## src/rtl/vote_session_ctrl.sv

```systemverilog
// Voter-session arbiter: arm -> grant first unambiguous press -> lockout -> idle; vote_req to vote_grant is 1 cycle.
// No backpressure: requests outside the armed window are dropped, arm is honoured only in IDLE with mode=0.
module vote_session_ctrl #(
  parameter int NUM_CAND    = 4,
  parameter int LOCK_CYCLES = 100,
  parameter int ARM_TIMEOUT = 1000,
  parameter int CNT_W       = 8
) (
  input  logic                clk,
  input  logic                rst,
  input  logic                mode,
  input  logic                arm,
  input  logic [NUM_CAND-1:0] vote_req,
  output logic [NUM_CAND-1:0] vote_grant,
  output logic                armed,
  output logic                busy,
  output logic                err_multi,
  output logic                err_timeout,
  output logic [CNT_W-1:0]    total_votes
);

  localparam int TO_W = (ARM_TIMEOUT > 1) ? $clog2(ARM_TIMEOUT) : 1;
  localparam int LK_W = (LOCK_CYCLES > 1) ? $clog2(LOCK_CYCLES) : 1;
  localparam logic [TO_W-1:0] TO_LAST = TO_W'(ARM_TIMEOUT - 1);
  localparam logic [LK_W-1:0] LK_LAST = LK_W'(LOCK_CYCLES - 1);

  typedef enum logic [1:0] {IDLE, ARMED, GRANT, LOCK} state_t;

  state_t              state, state_nxt;
  logic [TO_W-1:0]     to_cnt, to_cnt_nxt;
  logic [LK_W-1:0]     lk_cnt, lk_cnt_nxt;
  logic [NUM_CAND-1:0] grant_nxt;
  logic                multi_nxt;
  logic                timeout_nxt;
  logic                req_one;
  logic                req_many;

  assign req_one  = (vote_req != '0) && ((vote_req & (vote_req - NUM_CAND'(1))) == '0);
  assign req_many = (vote_req != '0) && !req_one;

  always_comb begin
    state_nxt   = state;
    to_cnt_nxt  = to_cnt;
    lk_cnt_nxt  = lk_cnt;
    grant_nxt   = '0;
    multi_nxt   = 1'b0;
    timeout_nxt = 1'b0;
    case (state)
      IDLE: begin
        if (arm && !mode) begin
          state_nxt  = ARMED;
          to_cnt_nxt = '0;
        end
      end
      ARMED: begin
        if (mode) begin
          state_nxt = IDLE;
        end else if (req_one) begin
          state_nxt = GRANT;
          grant_nxt = vote_req;
        end else if (req_many) begin
          // An ambiguous press on the final cycle holds the window open one more
          // cycle so err_multi and err_timeout can never pulse together.
          multi_nxt = 1'b1;
          if (to_cnt != TO_LAST) to_cnt_nxt = to_cnt + TO_W'(1);
        end else if (to_cnt == TO_LAST) begin
          state_nxt   = IDLE;
          timeout_nxt = 1'b1;
        end else begin
          to_cnt_nxt = to_cnt + TO_W'(1);
        end
      end
      GRANT: begin
        state_nxt  = LOCK;
        lk_cnt_nxt = '0;
      end
      LOCK: begin
        if (lk_cnt == LK_LAST) state_nxt = IDLE;
        else                   lk_cnt_nxt = lk_cnt + LK_W'(1);
      end
      default: state_nxt = IDLE;
    endcase
  end

  always_ff @(posedge clk) begin
    if (!rst) begin
      state       <= IDLE;
      to_cnt      <= '0;
      lk_cnt      <= '0;
      vote_grant  <= '0;
      armed       <= 1'b0;
      busy        <= 1'b0;
      err_multi   <= 1'b0;
      err_timeout <= 1'b0;
      total_votes <= '0;
    end else begin
      state       <= state_nxt;
      to_cnt      <= to_cnt_nxt;
      lk_cnt      <= lk_cnt_nxt;
      vote_grant  <= grant_nxt;
      armed       <= (state_nxt == ARMED);
      busy        <= (state_nxt == GRANT) || (state_nxt == LOCK);
      err_multi   <= multi_nxt;
      err_timeout <= timeout_nxt;
      if ((state_nxt == GRANT) && (total_votes != '1))
        total_votes <= total_votes + CNT_W'(1);
    end
  end

endmodule
```

## config.mk

```make
export PLATFORM = sky130hd
export DESIGN_NAME = vote_session_ctrl
export DESIGN_NICKNAME = d
export VERILOG_FILES = /design/src/rtl/vote_session_ctrl.sv
export SDC_FILE = /design/constraint.sdc
export NUM_CORES = 1
export LEC_CHECK = 0
export ABC_AREA = 1
export CORE_MARGIN = 2
export CORE_UTILIZATION = 45
export DETAILED_ROUTE_END_ITERATION = 8
export PLACE_DENSITY = 0.67
export SYNTH_ARGS = -nofsm -noshare
export SYNTH_HDL_FRONTEND = slang
export SYNTH_SLANG_ARGS = --single-unit
```

## constraint.sdc

```tcl
create_clock -name clk -period 3.45 [get_ports clk]
set_clock_uncertainty 0.1 [all_clocks]
set_input_delay 0.8625 -clock clk [delete_from_list [all_inputs] [get_ports clk]]
set_output_delay 0.8625 -clock clk [all_outputs]
set_load 0.01 [all_outputs]
```

==> flow_summary.yaml <==
setup_path:
  reg2reg_to: "to_cnt[2]"
  reg2reg_depth: 9
  end_kind: "primary output"
  path_class: "register to primary output"
  cp_cell_sequence: "clkdlybuf4s50_1"
  worst-path-stages: 1
  critical-path-slowest-cell: "clkdlybuf4s50_1"
  worst_path_largest_cell_delay_ns: 0.60
  crit_path_start_kind: "register"
  cpLargestDelayFamily: "buffers and inverters"
  required_ns: 2.49
  cp_max_fo: 6
  worstPathArrival_ns: 1.41
  critPathBufInv: 1
  regToRegSetupSlack_ns: 1.60
  r2r-start: "to_cnt[0]"
synthesis:
  ys_seq_elements: 34
  ys_top_cells_by_area: "dfxtp_1, nand2_1, a21oi_1, inv_1, nor2_1"
  yosysUniqueCellTypes: 28
  syn_nets: 251
  syn_inst: 240
  yosysTopAreaCellShare_pct: 39.1
  muxShareOfSynthArea_pct: 0
  yosys.area_share.simple_pct: 33.4
  synthAdderAreaFrac_pct: 2.15
  synth_xor_area_share_pct: 5.53
  yosys_warnings: 0
  synth_top_family_by_area: "simple AND/OR/NAND/NOR gates"
  synth_compound_area_share_pct: 11.9
  yosysSeqAreaShare_pct: 39.1
  yosys.area.top_type: "dfxtp_1"
  syn_avg_cell_area_um2: 7.26
  syn_area_um2: 1740
route:
  drc_errors: 0
  vias: 1559
  drtPass1Iterations: 4
  ant_nets: 0
  vias_per_cell: 4.92
  post_drt_wl_per_cell_um: 10.5
  wl_mm: 3.34
  drt_iter0_markers: 71
clocking:
  cts.sinks: 34
  clk_pin_slew_ns: 0.07
  cts-htree-levels: 2
  cts_tree: "built"
  clock_latency_ns: 0.28
  cts_hold_buf: 0
  cts_inserted_buffers: 5
  cts-resized-gates: 0
  post_cts_buffers: 0
  cts-root-buf: "clkbuf_8"
  cts.path.max_buffers: 2
global_route:
  grt_pass1_wl_mm: 6.18
  grt-busiest-layer: "met2"
  grt_overflow: 0
  grt_max_degree: 15
  grt_pass1_vias: 1475
  grtUsageMet3_pct: 5.62
  use_met2_pct: 28.7
  grt_use_total_pct: 18.0
  grtUsageMet1_pct: 23.2
  grt_antenna_before_repair: 0
power:
  combPwrFrac_pct: 16.4
  ir_drop_uv: 300
  swShare_pct: 27.9
  seq_power_share_pct: 46.5
  switching_power_w: 0.000256
  powerDensity_nw_per_um2: 431
  clkPwrFrac_pct: 37.1
  leakagePower_nw: 0.874
  power.total_w: 0.000920
  p_int_w: 0.000663
timing:
  fin_crit_sh_pct: 68.6
  tightest_slew_ns: 0.535
  max_slew_margin_pct: 64.1
  drv_slew: 0
  fmax_ghz: 0.422
  rsz0062_at_grt: "no"
  fin_crit_ns: 2.37
  setup_violations: 0
  fin_setup_tns_ns: 0
  final_hold_viol_count: 0
die:
  placementRows: 22
  die_h_um: 66.2
  start_util_pct: 47.3
  core-area_um2: 3690
  pin_count: 24
  die_area_um2: 4390
  dieWidth_um: 66.2
placed_design:
  hpwl_mm: 2.45
  io_buffers: 23
  place_congestion: 0.869
hold_path:
  min_path_type: "register to register"
  holdPathStages: 2
  min_to: "lk_cnt[1]"
  hp-start: "lk_cnt[1]"
run:
  cap_violations: 0
outcome:
  status: "completed"
cells_and_area:
  final_nets: 279
  drive_above_1_share_pct: 10.0
  diodes: 0
  syn_to_final_growth_pct: 22.3
## through the flow
stage	utilization [%]	instance area, um2	worst slack [ns]	hold WS (ns)	cells
floorplan	-	1740	1.51	0.347	240
global placement	54.8	2020	0.903	0.371	309
detailed placement	54.8	2020	0.864	0.373	309
CTS	57.8	2130	1.06	0.384	317
global route	57.8	2130	0.935	0.419	317
finish	57.8	2130	1.08	0.387	317
## worst max-delay path by stage
stage | from | end | slack [ns]
after global routing | vote_req[3] | total_votes[7] | 0.93
after detailed placement | vote_req[1] | total_votes[1] | 0.86
after CTS | busy | busy | 1.06
final | busy | busy | 1.08
after floorplan | vote_req[1] | total_votes[1] | 1.51
after global placement | vote_req[1] | total_votes[1] | 0.90
## layout make-up
class	count	area, um2
inverter	32	120
tap	48	60.1
sequential	34	681
clock buffer	8	110
multi-input combinational	171	923
timing repair buffer	24	238
fill	384	1560
## sequential cells by signal, summed over array words and instances (netlist names)
name and flops:
busy 1, err_multi 1, armed 1, state 1
total_votes 8, err_timeout 1, vote_grant 4, to_cnt 10
lk_cnt 7
## cells by family after synthesis
| logic type | count (synthesis) |
|---|---|
| flops | 34 |
| compound gates | 40 |
| fa+ha+maj | 3 |
| buf+inv | 35 |
| simple gates | 117 |
| xor+xnor | 11 |
## routing by layer
layer / vias to the layer above / part of all wire (%)
met5: - / 0
met4: 0 / 0.81
met3: 4 / 3.1
met2: 15 / 46
met1: 703 / 51
li1: 837 / -
## synthesized netlist by cell type
master / instances
nor3_1: 7
nand3b_2: 1
nand4_2: 1
clkbuf_1: 2
nand2_1: 52
nand3_2: 1
nand3b_1: 1
nand2_2: 4
nand3_1: 12
buf_6: 1
nor2_8: 1
and3_1: 1
clkinv_1: 2
nor2_4: 1
nor2_1: 24
ha_1: 3
nand4_4: 1
dfxtp_1: 34
o21ai_0: 15
nor3b_1: 1
inv_1: 25
inv_2: 5
nand4_1: 8
a21oi_1: 23
nor3b_4: 1
xnor2_1: 4
a21oi_2: 2
xor2_1: 7
## cells in the final DEF (no fill, tap or decap), types with 8 or more instances in the layout
cell type / synthesis / layout
clkdlybuf4s50_1: 0 / 23
nand3_1: 12 / 12
o21ai_0: 15 / 15
a21oi_1: 23 / 23
inv_1: 25 / 25
dfxtp_1: 34 / 34
nand2_1: 52 / 52
nand4_1: 8 / 8
nor2_1: 24 / 24
clkbuf_8: 0 / 8
## power groups by stage
stage / sequential [W] / combinational, W / clock, W
2_1_floorplan: 0.000438 / 0.000103 / 0
4_1_cts: 0.000428 / 0.000153 / 0.000352
3_3_place_gp: 0.000436 / 0.000150 / 0
6_report: 0.000427 / 0.000151 / 0.000341
3_5_place_dp: 0.000437 / 0.000152 / 0
5_1_grt: 0.000429 / 0.000173 / 0.000371
(Power assumes the default switching activity.)
